==> config.mk <==
export PLATFORM = sky130hd
export DESIGN_NAME = sequential_alu_flat
export DESIGN_NICKNAME = d
export VERILOG_FILES = /design/src/rtl/sequential_alu_pkg.sv /design/src/rtl/sequential_alu_if.sv /design/src/rtl/sequential_alu_shift_add_mul.sv /design/src/rtl/sequential_alu.sv /design/src/flat_wrapper.sv
export SDC_FILE = /design/constraint.sdc
export NUM_CORES = 1
export LEC_CHECK = 0
export ABC_AREA = 1
export CAP_MARGIN = 20
export CORE_UTILIZATION = 45
export CTS_CLUSTER_SIZE = 40
export DETAILED_ROUTE_END_ITERATION = 12
export HOLD_SLACK_MARGIN = 0.05
export PLACE_DENSITY_LB_ADDON = 0.08
export SYNTH_ARGS = -nofsm -noshare
export SYNTH_HDL_FRONTEND = slang
export SYNTH_HIERARCHICAL = 1
export SYNTH_SLANG_ARGS = --single-unit
==> constraint.sdc <==
create_clock -name i_clk -period 3.4 [get_ports i_clk]
set_input_delay 0.68 -clock i_clk [delete_from_list [all_inputs] [get_ports i_clk]]
set_output_delay 0.68 -clock i_clk [all_outputs]
set_load 0.05 [all_outputs]
==> src/rtl/sequential_alu_pkg.sv <==
// -----------------------------------------------------------------------------
// alu_pkg
// Shared definitions for the sequential ALU:
//   - opcode encodings (FunSel[3:0])
//   - bit position of the width-select bit inside FunSel
//   - flag bit indices inside FlagsOut ({Z, C, N, O}, Z is bit 3)
//   - FSM state type for the top-level sequencer
//   - helper that packs individual flag bits into the 4-bit flag word
// -----------------------------------------------------------------------------
package alu_pkg;

  localparam logic [3:0] OP_LDA  = 4'h0;
  localparam logic [3:0] OP_LDB  = 4'h1;
  localparam logic [3:0] OP_NOTA = 4'h2;
  localparam logic [3:0] OP_NOTB = 4'h3;
  localparam logic [3:0] OP_ADD  = 4'h4;
  localparam logic [3:0] OP_ADC  = 4'h5;
  localparam logic [3:0] OP_SUB  = 4'h6;
  localparam logic [3:0] OP_AND  = 4'h7;
  localparam logic [3:0] OP_OR   = 4'h8;
  localparam logic [3:0] OP_XOR  = 4'h9;
  localparam logic [3:0] OP_NAND = 4'hA;
  localparam logic [3:0] OP_LSL  = 4'hB;
  localparam logic [3:0] OP_LSR  = 4'hC;
  localparam logic [3:0] OP_ASR  = 4'hD;
  localparam logic [3:0] OP_CSL  = 4'hE;
  localparam logic [3:0] OP_MUL  = 4'hF;

  localparam int FUNSEL_W = 5;
  localparam int FULL_BIT = 4;

  localparam int FLAG_Z = 3;
  localparam int FLAG_C = 2;
  localparam int FLAG_N = 1;
  localparam int FLAG_O = 0;

  typedef enum logic {
    IDLE = 1'b0,
    MUL  = 1'b1
  } alu_state_t;

  function automatic logic [3:0] pack_flags(input logic z, input logic c,
                                            input logic n, input logic o);
    logic [3:0] f;
    f         = '0;
    f[FLAG_Z] = z;
    f[FLAG_C] = c;
    f[FLAG_N] = n;
    f[FLAG_O] = o;
    return f;
  endfunction

endpackage

==> src/rtl/sequential_alu_if.sv <==
// -----------------------------------------------------------------------------
// sequential_alu_if
// Operand and result handshake bundle of the sequential ALU.
//   in_valid / in_ready   : operand handshake (in_ready is combinational)
//   a, b                  : operands, WIDTH bits
//   fun_sel               : bit 4 = full width, bits 3:0 = opcode
//   wf                    : update flags for this operation
//   out_valid / out_ready : result handshake with backpressure
//   alu_out, flags_out    : registered result and {Z, C, N, O}
//   busy                  : multiply in progress
// master = register-file / control side, slave = the ALU.
// -----------------------------------------------------------------------------
interface sequential_alu_if #(
  parameter int WIDTH = 16
);
  logic             in_valid;
  logic             in_ready;
  logic [WIDTH-1:0] a;
  logic [WIDTH-1:0] b;
  logic [4:0]       fun_sel;
  logic             wf;
  logic             out_valid;
  logic             out_ready;
  logic [WIDTH-1:0] alu_out;
  logic [3:0]       flags_out;
  logic             busy;

  modport master (
    output in_valid, a, b, fun_sel, wf, out_ready,
    input  in_ready, out_valid, alu_out, flags_out, busy
  );

  modport slave (
    input  in_valid, a, b, fun_sel, wf, out_ready,
    output in_ready, out_valid, alu_out, flags_out, busy
  );
endinterface

==> src/rtl/sequential_alu_shift_add_mul.sv <==
// -----------------------------------------------------------------------------
// alu_shift_add_mul
// Unsigned iterative shift-add multiplier, one partial product per cycle.
// Ports:
//   i_clk, i_rst_n : clock, asynchronous active-low reset
//   i_start        : load operands and begin (one-cycle pulse)
//   i_full         : 1 = WIDTH-bit operation, 0 = WIDTH/2-bit operation
//   i_a, i_b       : operands (upper half ignored in half-width mode)
//   o_prod_lo      : low N bits of the product (zero-extended in half mode)
//   o_prod_hi      : high N bits of the product (zero-extended in half mode)
//   o_done         : high during the cycle performing the N-th iteration;
//                    o_prod_lo/hi already include that iteration, so the
//                    consumer can register them on the N-th edge after start
// -----------------------------------------------------------------------------
module alu_shift_add_mul #(
  parameter int WIDTH = 16
) (
  input  logic             i_clk,
  input  logic             i_rst_n,
  input  logic             i_start,
  input  logic             i_full,
  input  logic [WIDTH-1:0] i_a,
  input  logic [WIDTH-1:0] i_b,
  output logic [WIDTH-1:0] o_prod_lo,
  output logic [WIDTH-1:0] o_prod_hi,
  output logic             o_done
);
  localparam int H     = WIDTH / 2;
  localparam int CNT_W = $clog2(WIDTH + 1);

  logic               r_active;
  logic [CNT_W-1:0]   r_cnt;
  logic               r_full;
  logic [2*WIDTH-1:0] r_mcand;
  logic [WIDTH-1:0]   r_mplier;
  logic [2*WIDTH-1:0] r_acc;

  logic [WIDTH-1:0]   w_a;
  logic [WIDTH-1:0]   w_b;
  logic [2*WIDTH-1:0] w_acc_next;
  logic [CNT_W-1:0]   w_last_cnt;
  logic               w_last;

  assign w_a = i_full ? i_a : {{H{1'b0}}, i_a[H-1:0]};
  assign w_b = i_full ? i_b : {{H{1'b0}}, i_b[H-1:0]};

  assign w_acc_next = r_acc + (r_mplier[0] ? r_mcand : '0);
  assign w_last_cnt = r_full ? CNT_W'(WIDTH - 1) : CNT_W'(H - 1);
  assign w_last     = r_active && (r_cnt == w_last_cnt);

  // Iteration control: cleared by reset so an aborted multiply leaves no trace
  always_ff @(posedge i_clk or negedge i_rst_n) begin
    if (!i_rst_n) begin
      r_active <= 1'b0;
      r_cnt    <= '0;
    end else if (i_start) begin
      r_active <= 1'b1;
      r_cnt    <= '0;
    end else if (r_active) begin
      if (w_last) begin
        r_active <= 1'b0;
        r_cnt    <= '0;
      end else begin
        r_cnt <= r_cnt + 1'b1;
      end
    end
  end

  // Partial-product datapath
  always_ff @(posedge i_clk) begin
    if (i_start) begin
      r_full   <= i_full;
      r_mcand  <= {{WIDTH{1'b0}}, w_a};
      r_mplier <= w_b;
      r_acc    <= '0;
    end else if (r_active) begin
      r_acc    <= w_acc_next;
      r_mcand  <= {r_mcand[2*WIDTH-2:0], 1'b0};
      r_mplier <= {1'b0, r_mplier[WIDTH-1:1]};
    end
  end

  // In half mode the whole product fits in the low WIDTH bits of the accumulator
  assign o_prod_lo = r_full ? w_acc_next[WIDTH-1:0]
                            : {{H{1'b0}}, w_acc_next[H-1:0]};
  assign o_prod_hi = r_full ? w_acc_next[2*WIDTH-1:WIDTH]
                            : {{H{1'b0}}, w_acc_next[WIDTH-1:H]};
  assign o_done    = w_last;

endmodule

==> src/rtl/sequential_alu.sv <==
// -----------------------------------------------------------------------------
// sequential_alu
// Handshaked, width-parametrised ALU with registered result and flags.
// Single-cycle opcodes are computed from the live operands and registered on
// the accept edge; MUL runs N shift-add iterations in alu_shift_add_mul.
// Ports:
//   i_clk    : rising-edge clock
//   i_rst_n  : asynchronous active-low reset (aborts a multiply in flight)
//   io_bus   : sequential_alu_if slave modport (operand/result handshakes,
//              fun_sel, wf, alu_out, flags_out {Z,C,N,O}, busy)
// -----------------------------------------------------------------------------
module sequential_alu
  import alu_pkg::*;
#(
  parameter int WIDTH = 16
) (
  input  logic                  i_clk,
  input  logic                  i_rst_n,
  sequential_alu_if.slave       io_bus
);
  localparam int H     = WIDTH / 2;
  localparam int IDX_W = $clog2(WIDTH);

  alu_state_t       r_state;
  alu_state_t       w_state_nxt;

  logic [WIDTH-1:0] r_res_p1;
  logic [3:0]       r_flags_p1;
  logic             r_vld_p1;
  logic             r_wf_mul;
  logic             r_full_mul;

  logic             w_in_ready;
  logic             w_busy;
  logic             w_accept;
  logic             w_mul_start;
  logic             w_load_single;
  logic             w_mul_fin;

  logic             w_full;
  logic [3:0]       w_op;
  logic [WIDTH-1:0] w_mask;
  logic [IDX_W-1:0] w_msb;
  logic [WIDTH-1:0] w_a;
  logic [WIDTH-1:0] w_b;
  logic             w_cin;
  logic             w_a_msb;

  logic [WIDTH-1:0] w_add_b;
  logic             w_add_ci;
  logic [WIDTH:0]   w_sum;
  logic             w_add_c;
  logic             w_add_ovf;

  logic [WIDTH-1:0] w_sign_fill;
  logic [WIDTH-1:0] w_raw;
  logic [WIDTH-1:0] w_res;
  logic             w_c;
  logic             w_o;
  logic [3:0]       w_flags_new;

  logic [WIDTH-1:0] w_mul_lo;
  logic [WIDTH-1:0] w_mul_hi;
  logic             w_mul_done;
  logic [IDX_W-1:0] w_mul_msb;
  logic [3:0]       w_mul_flags;

  // Operand conditioning: half-width mode works on zero-extended low halves
  assign w_full  = io_bus.fun_sel[FULL_BIT];
  assign w_op    = io_bus.fun_sel[3:0];
  assign w_mask  = w_full ? {WIDTH{1'b1}} : {{H{1'b0}}, {H{1'b1}}};
  assign w_msb   = w_full ? IDX_W'(WIDTH - 1) : IDX_W'(H - 1);
  assign w_a     = io_bus.a & w_mask;
  assign w_b     = io_bus.b & w_mask;
  assign w_cin   = r_flags_p1[FLAG_C];
  assign w_a_msb = w_a[w_msb];

  // Shared adder for ADD/ADC/SUB; SUB is A + ~B + 1 with ~B confined to N bits
  assign w_add_b  = (w_op == OP_SUB) ? (~io_bus.b & w_mask) : w_b;
  assign w_add_ci = (w_op == OP_SUB) ? 1'b1 : ((w_op == OP_ADC) ? w_cin : 1'b0);
  assign w_sum    = {1'b0, w_a} + {1'b0, w_add_b} + {{WIDTH{1'b0}}, w_add_ci};
  // Operands are zero above N, so the carry out of bit N-1 lands in bit N
  assign w_add_c  = w_full ? w_sum[WIDTH] : w_sum[H];
  assign w_add_ovf = (w_a_msb == w_add_b[w_msb]) && (w_sum[w_msb] != w_a_msb);

  assign w_sign_fill = w_a_msb ? (WIDTH'(1) << w_msb) : '0;

  always_comb begin
    w_raw = '0;
    w_c   = w_cin;
    w_o   = 1'b0;
    case (w_op)
      OP_LDA:  w_raw = w_a;
      OP_LDB:  w_raw = w_b;
      OP_NOTA: w_raw = ~w_a;
      OP_NOTB: w_raw = ~w_b;
      OP_ADD, OP_ADC, OP_SUB: begin
        w_raw = w_sum[WIDTH-1:0];
        w_c   = w_add_c;
        w_o   = w_add_ovf;
      end
      OP_AND:  w_raw = w_a & w_b;
      OP_OR:   w_raw = w_a | w_b;
      OP_XOR:  w_raw = w_a ^ w_b;
      OP_NAND: w_raw = ~(w_a & w_b);
      OP_LSL: begin
        w_raw = {w_a[WIDTH-2:0], 1'b0};
        w_c   = w_a_msb;
      end
      OP_LSR: begin
        w_raw = {1'b0, w_a[WIDTH-1:1]};
        w_c   = w_a[0];
      end
      OP_ASR: begin
        w_raw = {1'b0, w_a[WIDTH-1:1]} | w_sign_fill;
        w_c   = w_a[0];
      end
      OP_CSL: begin
        w_raw = {w_a[WIDTH-2:0], w_cin};
        w_c   = w_a_msb;
      end
      default: w_raw = '0;
    endcase
  end

  assign w_res       = w_raw & w_mask;
  assign w_flags_new = pack_flags(w_res == '0, w_c, w_res[w_msb], w_o);

  alu_shift_add_mul #(
    .WIDTH (WIDTH)
  ) u_mul (
    .i_clk     (i_clk),
    .i_rst_n   (i_rst_n),
    .i_start   (w_mul_start),
    .i_full    (w_full),
    .i_a       (io_bus.a),
    .i_b       (io_bus.b),
    .o_prod_lo (w_mul_lo),
    .o_prod_hi (w_mul_hi),
    .o_done    (w_mul_done)
  );

  assign w_mul_msb   = r_full_mul ? IDX_W'(WIDTH - 1) : IDX_W'(H - 1);
  assign w_mul_flags = pack_flags(w_mul_lo == '0, w_mul_hi != '0,
                                  w_mul_lo[w_mul_msb], 1'b0);

  // Sequencer state register
  always_ff @(posedge i_clk or negedge i_rst_n) begin
    if (!i_rst_n) begin
      r_state <= IDLE;
    end else begin
      r_state <= w_state_nxt;
    end
  end

  always_comb begin
    w_state_nxt   = r_state;
    w_in_ready    = 1'b0;
    w_busy        = 1'b0;
    w_accept      = 1'b0;
    w_mul_start   = 1'b0;
    w_load_single = 1'b0;
    w_mul_fin     = 1'b0;
    case (r_state)
      IDLE: begin
        // A pending result blocks new work unless it is consumed this cycle
        w_in_ready = !r_vld_p1 || io_bus.out_ready;
        w_accept   = io_bus.in_valid && w_in_ready;
        if (w_accept) begin
          if (w_op == OP_MUL) begin
            w_mul_start = 1'b1;
            w_state_nxt = MUL;
          end else begin
            w_load_single = 1'b1;
          end
        end
      end
      MUL: begin
        w_busy = 1'b1;
        if (w_mul_done) begin
          w_mul_fin   = 1'b1;
          w_state_nxt = IDLE;
        end
      end
      default: w_state_nxt = IDLE;
    endcase
  end

  // Multiply context captured at accept, consumed when the product lands
  always_ff @(posedge i_clk) begin
    if (w_mul_start) begin
      r_wf_mul   <= io_bus.wf;
      r_full_mul <= w_full;
    end
  end

  // Stage p1: registered result, flags and result-valid
  always_ff @(posedge i_clk or negedge i_rst_n) begin
    if (!i_rst_n) begin
      r_res_p1   <= '0;
      r_flags_p1 <= '0;
      r_vld_p1   <= 1'b0;
    end else if (w_load_single) begin
      r_res_p1 <= w_res;
      r_vld_p1 <= 1'b1;
      if (io_bus.wf) r_flags_p1 <= w_flags_new;
    end else if (w_mul_fin) begin
      r_res_p1 <= w_mul_lo;
      r_vld_p1 <= 1'b1;
      if (r_wf_mul) r_flags_p1 <= w_mul_flags;
    end else if (io_bus.out_ready) begin
      r_vld_p1 <= 1'b0;
    end
  end

  assign io_bus.in_ready  = w_in_ready;
  assign io_bus.busy      = w_busy;
  assign io_bus.out_valid = r_vld_p1;
  assign io_bus.alu_out   = r_res_p1;
  assign io_bus.flags_out = r_flags_p1;

endmodule

==> src/flat_wrapper.sv <==
// flat-port wrapper written by rule: the top's interface ports become plain ports
module sequential_alu_flat import alu_pkg::*;
#(
  parameter int WIDTH = 16
)
  (i_clk, i_rst_n, io_bus_in_valid, io_bus_a, io_bus_b, io_bus_fun_sel, io_bus_wf, io_bus_out_ready, io_bus_in_ready, io_bus_out_valid, io_bus_alu_out, io_bus_flags_out, io_bus_busy);
  sequential_alu_if #(.WIDTH(WIDTH)) io_bus_i ();
  input  logic i_clk;
  input  logic i_rst_n;
  input wire logic [$bits(io_bus_i.in_valid)-1:0] io_bus_in_valid;
  input wire logic [$bits(io_bus_i.a)-1:0] io_bus_a;
  input wire logic [$bits(io_bus_i.b)-1:0] io_bus_b;
  input wire logic [$bits(io_bus_i.fun_sel)-1:0] io_bus_fun_sel;
  input wire logic [$bits(io_bus_i.wf)-1:0] io_bus_wf;
  input wire logic [$bits(io_bus_i.out_ready)-1:0] io_bus_out_ready;
  output wire logic [$bits(io_bus_i.in_ready)-1:0] io_bus_in_ready;
  output wire logic [$bits(io_bus_i.out_valid)-1:0] io_bus_out_valid;
  output wire logic [$bits(io_bus_i.alu_out)-1:0] io_bus_alu_out;
  output wire logic [$bits(io_bus_i.flags_out)-1:0] io_bus_flags_out;
  output wire logic [$bits(io_bus_i.busy)-1:0] io_bus_busy;
  assign io_bus_i.in_valid = io_bus_in_valid;
  assign io_bus_i.a = io_bus_a;
  assign io_bus_i.b = io_bus_b;
  assign io_bus_i.fun_sel = io_bus_fun_sel;
  assign io_bus_i.wf = io_bus_wf;
  assign io_bus_i.out_ready = io_bus_out_ready;
  assign io_bus_in_ready = io_bus_i.in_ready;
  assign io_bus_out_valid = io_bus_i.out_valid;
  assign io_bus_alu_out = io_bus_i.alu_out;
  assign io_bus_flags_out = io_bus_i.flags_out;
  assign io_bus_busy = io_bus_i.busy;
  sequential_alu #(.WIDTH(WIDTH)) u_core (.i_clk(i_clk), .i_rst_n(i_rst_n), .io_bus(io_bus_i));
endmodule
==> impl_metrics.env <==
export IMPL_outcome="complete, no violations"
export IMPL_relSlewSlack_pct=53.46
export IMPL_synthArstFlopShare_pct=25.23
export IMPL_busiest_layer="met2"
export IMPL_drc_errors=0
export IMPL_gr_total_overflow=0
export IMPL_dp_cells=2202
export IMPL_cp_slowest_cell="edfxtp_1"
export IMPL_first_global_vias=11076
export IMPL_gr_usage_met2_pct=54.54
export IMPL_tns_ns=0
export IMPL_endpoint_kind="flop"
export IMPL_synth_area_sq_um=10470
export IMPL_syn_area_per_cell_sq_um=6.118
export IMPL_place_congestion=0.9662
export IMPL_slew_viol_final=0
export IMPL_antenna_found_initial=0
export IMPL_met1_usage_pct=37.95
export IMPL_die_h_um=154.5
export IMPL_layout_commonest_cell="nand2_1"
export IMPL_fin_crit_sh_pct=96.94
export IMPL_worstPathRequired_ns=3.66
export IMPL_max_freq_mhz=303.4
export IMPL_cts_sinks=111
export IMPL_cp_arrival_ns=3.56
export IMPL_path_cells="buf_6 > buf_12 > nand2_1 > inv_2 > fa_2 > buf_4 > nand2_1 > nand3_2 > nand2_2 > nand2_4 > buf_4 > nand2_1 > nand3_2 > nand3_2 > nand2_1 > nor4_2 > nand4_1 > nor2_2 > nor2_1 > nand2_1 > nand2_1"
export IMPL_clkTransAtPathRegs_ns=0.08
export IMPL_final_cell_mix="nand2_1, inv_1, buf_4"
export IMPL_hold_path_class="flop to flop"
export IMPL_syn_to_final_growth_pct=30.79
export IMPL_cp_top_family="simple AND/OR/NAND/NOR gates"
export IMPL_fillers=2281
export IMPL_multi_input_area_sq_um=7121
export IMPL_cp_start_kind="flop"
export IMPL_leakage_nw=7.240
export IMPL_worstSkewPairLatency_ns=0.37
export IMPL_synthesis_nets=1835
export IMPL_r2r_setup_slack_ns=0.10
export IMPL_grt_max_degree=40
export IMPL_min_period_ns=3.296
export IMPL_hold_viol=0
export IMPL_ioPinCount=65
export IMPL_grt_use_total_pct=31.23
export IMPL_fin_nets=2056
export IMPL_synth_edf_count=35
export IMPL_ant_nets=0
export IMPL_path_max_fanout=6
export IMPL_dr_total_vias=11624
export IMPL_dp_hpwl_um=29730
export IMPL_tightest_slew_ns=0.6980
export IMPL_yosys_warnings=6
export IMPL_rows=55
export IMPL_htreeDepth=3
export IMPL_register_area_sq_um=2713
export IMPL_initial_core_util_pct=46.09
export IMPL_grt_use_met3_pct=3.867
export IMPL_grt_pass1_wl_um=57720
export IMPL_cts_inserted_buffers=9
export IMPL_wl_per_cell_um=16.82
export IMPL_cts_tree="built"
export IMPL_cts_hold_buf=0
export IMPL_routed_via_density=5.231
export IMPL_fin_cells=2222
export IMPL_ir_drop_v=0.0003702
export IMPL_wl_um=37370
export IMPL_slowest_delay_ns=0.48
export IMPL_synth_cell_types=52
export IMPL_setup_violations=0
export IMPL_ys_ff_latch=111
export IMPL_root_buffer="clkbuf_16"
export IMPL_crit_buf_inv=5
export IMPL_power_w=0.01016
export IMPL_syn_inst=1711
export IMPL_drt_initial_drc_count=871
export IMPL_ys_flop_type="dfxtp_1"
export IMPL_hold_ws_ns=0.4634
export IMPL_die_x_um=154.5
export IMPL_skew_ns=0.01345
export IMPL_first_pass_iters=6
export IMPL_clk_path_buf_depth=2
export IMPL_synth_yosys_seq_area_share_pct=25.91
export IMPL_dieArea_sq_um=23870
export IMPL_io_buffers=64
export IMPL_drv_cap=0
export IMPL_core_area_sq_um=22710
export IMPL_antenna_cells=0
export IMPL_p_per_area_nw_per_um2=742.0
export IMPL_crit_type="flop to flop"
export IMPL_crit_path_frequent_cell="nand2_1"
export IMPL_drive_above_1_share_pct=20.08
path summary, 6_finish.rpt:
path,from,cells after the start,to
min in group asynchronous,i_rst_n,2,u_core/r_state
hold / removal,u_core/u_mul/r_acc[25],2,u_core/u_mul/r_acc[25]
setup / recovery,u_core/u_mul/r_mplier[0],21,u_core/io_bus.flags_out[2]
hold reg to reg,u_core/u_mul/r_acc[25],2,u_core/u_mul/r_acc[25]
setup reg to reg,u_core/u_mul/r_mplier[0],21,u_core/io_bus.flags_out[2]
max in group asynchronous,i_rst_n,2,u_core/io_bus.alu_out[12]
per-layer routing:
layer / share of wire [%] / up-vias
li1: - / 5853
met1: 42 / 5323
met2: 48 / 358
met3: 4.8 / 90
met4: 4.8 / 0
met5: 0 / -
cell type report:
| type | instances | area share, % |
|---|---|---|
| Clock buffer | 9 | 1.645 |
| Clock inverter | 7 | 0.4752 |
| Inverter | 280 | 7.677 |
| Multi-Input combinational cell | 1272 | 52.01 |
| Sequential cell | 111 | 19.81 |
| Tap cell | 285 | 2.605 |
| Timing Repair Buffer | 258 | 15.77 |
tightest hold or removal path, cell delays in order (launching register included):
cell and delay [ns]:
dfxtp_1 0.32, nand2_1 0.06, nand2_1 0.05
registers in the layout, summed over array words and instances (netlist names), 4 cells and up:
name                     flops
u_core/io_bus.flags_out      4
u_core/u_mul/r_acc          32
u_core/u_mul/r_mcand        32
u_core/u_mul/r_mplier       16
u_core/io_bus.alu_out       16
u_core/u_mul/r_cnt           5
synth_stat cells (all sizes together) (2+ instances only):
master | number | area share (%)
dfrtp | 28 | 6.7
nor2 | 174 | 6.5
dfxtp | 48 | 9.2
fa | 3 | 0.57
nand3 | 113 | 5.5
or2 | 5 | 0.30
nand4 | 12 | 0.72
edfxtp | 35 | 10
xnor2 | 13 | 1.2
xor2 | 15 | 1.3
a22o | 3 | 0.25
o22ai | 31 | 1.9
o21bai | 4 | 0.29
nor3 | 8 | 0.57
o21ai | 87 | 4.2
o31ai | 2 | 0.14
inv | 280 | 10
o211ai | 6 | 0.43
nand3b | 6 | 0.43
nand2 | 626 | 23
nor4 | 7 | 0.42
clkbuf | 21 | 0.75
and2 | 4 | 0.24
ha | 79 | 9.4
a21oi | 54 | 2.7
o221ai | 9 | 0.75
buf | 27 | 1.6
a211oi | 2 | 0.14
where the power goes:
part	switching (W)	internal [W]
logic	0.00390	0.00279
registers	0.000396	0.00199
clock network	0.000565	0.000515
logic make-up after synthesis:
family / synth area share [%]
compound gates: 11.43
xor+xnor: 2.415
fa+ha+maj: 10.02
buf+inv: 12.40
flops: 25.91
simple gates: 37.83
metrics by stage:
step	cell area [sq um]	util (%)	setup slack, ns
6_report	13690	60.29	0.1041
5_1_grt	13690	60.29	-0.01349
4_1_cts	13000	57.23	0.003644
3_5_place_dp	12680	55.86	-0.5390
3_3_place_gp	12680	55.86	-0.4462
2_1_floorplan	10470	-	0.1823
what timing repair did:
item                       4_1_cts  5_1_grt
pin swaps                        0       38
gates resized for setup          7      144
setup buffers                    0        3
setup endpoints to repair        6       14
cloned                           0        1
(Power assumes the default switching activity.)
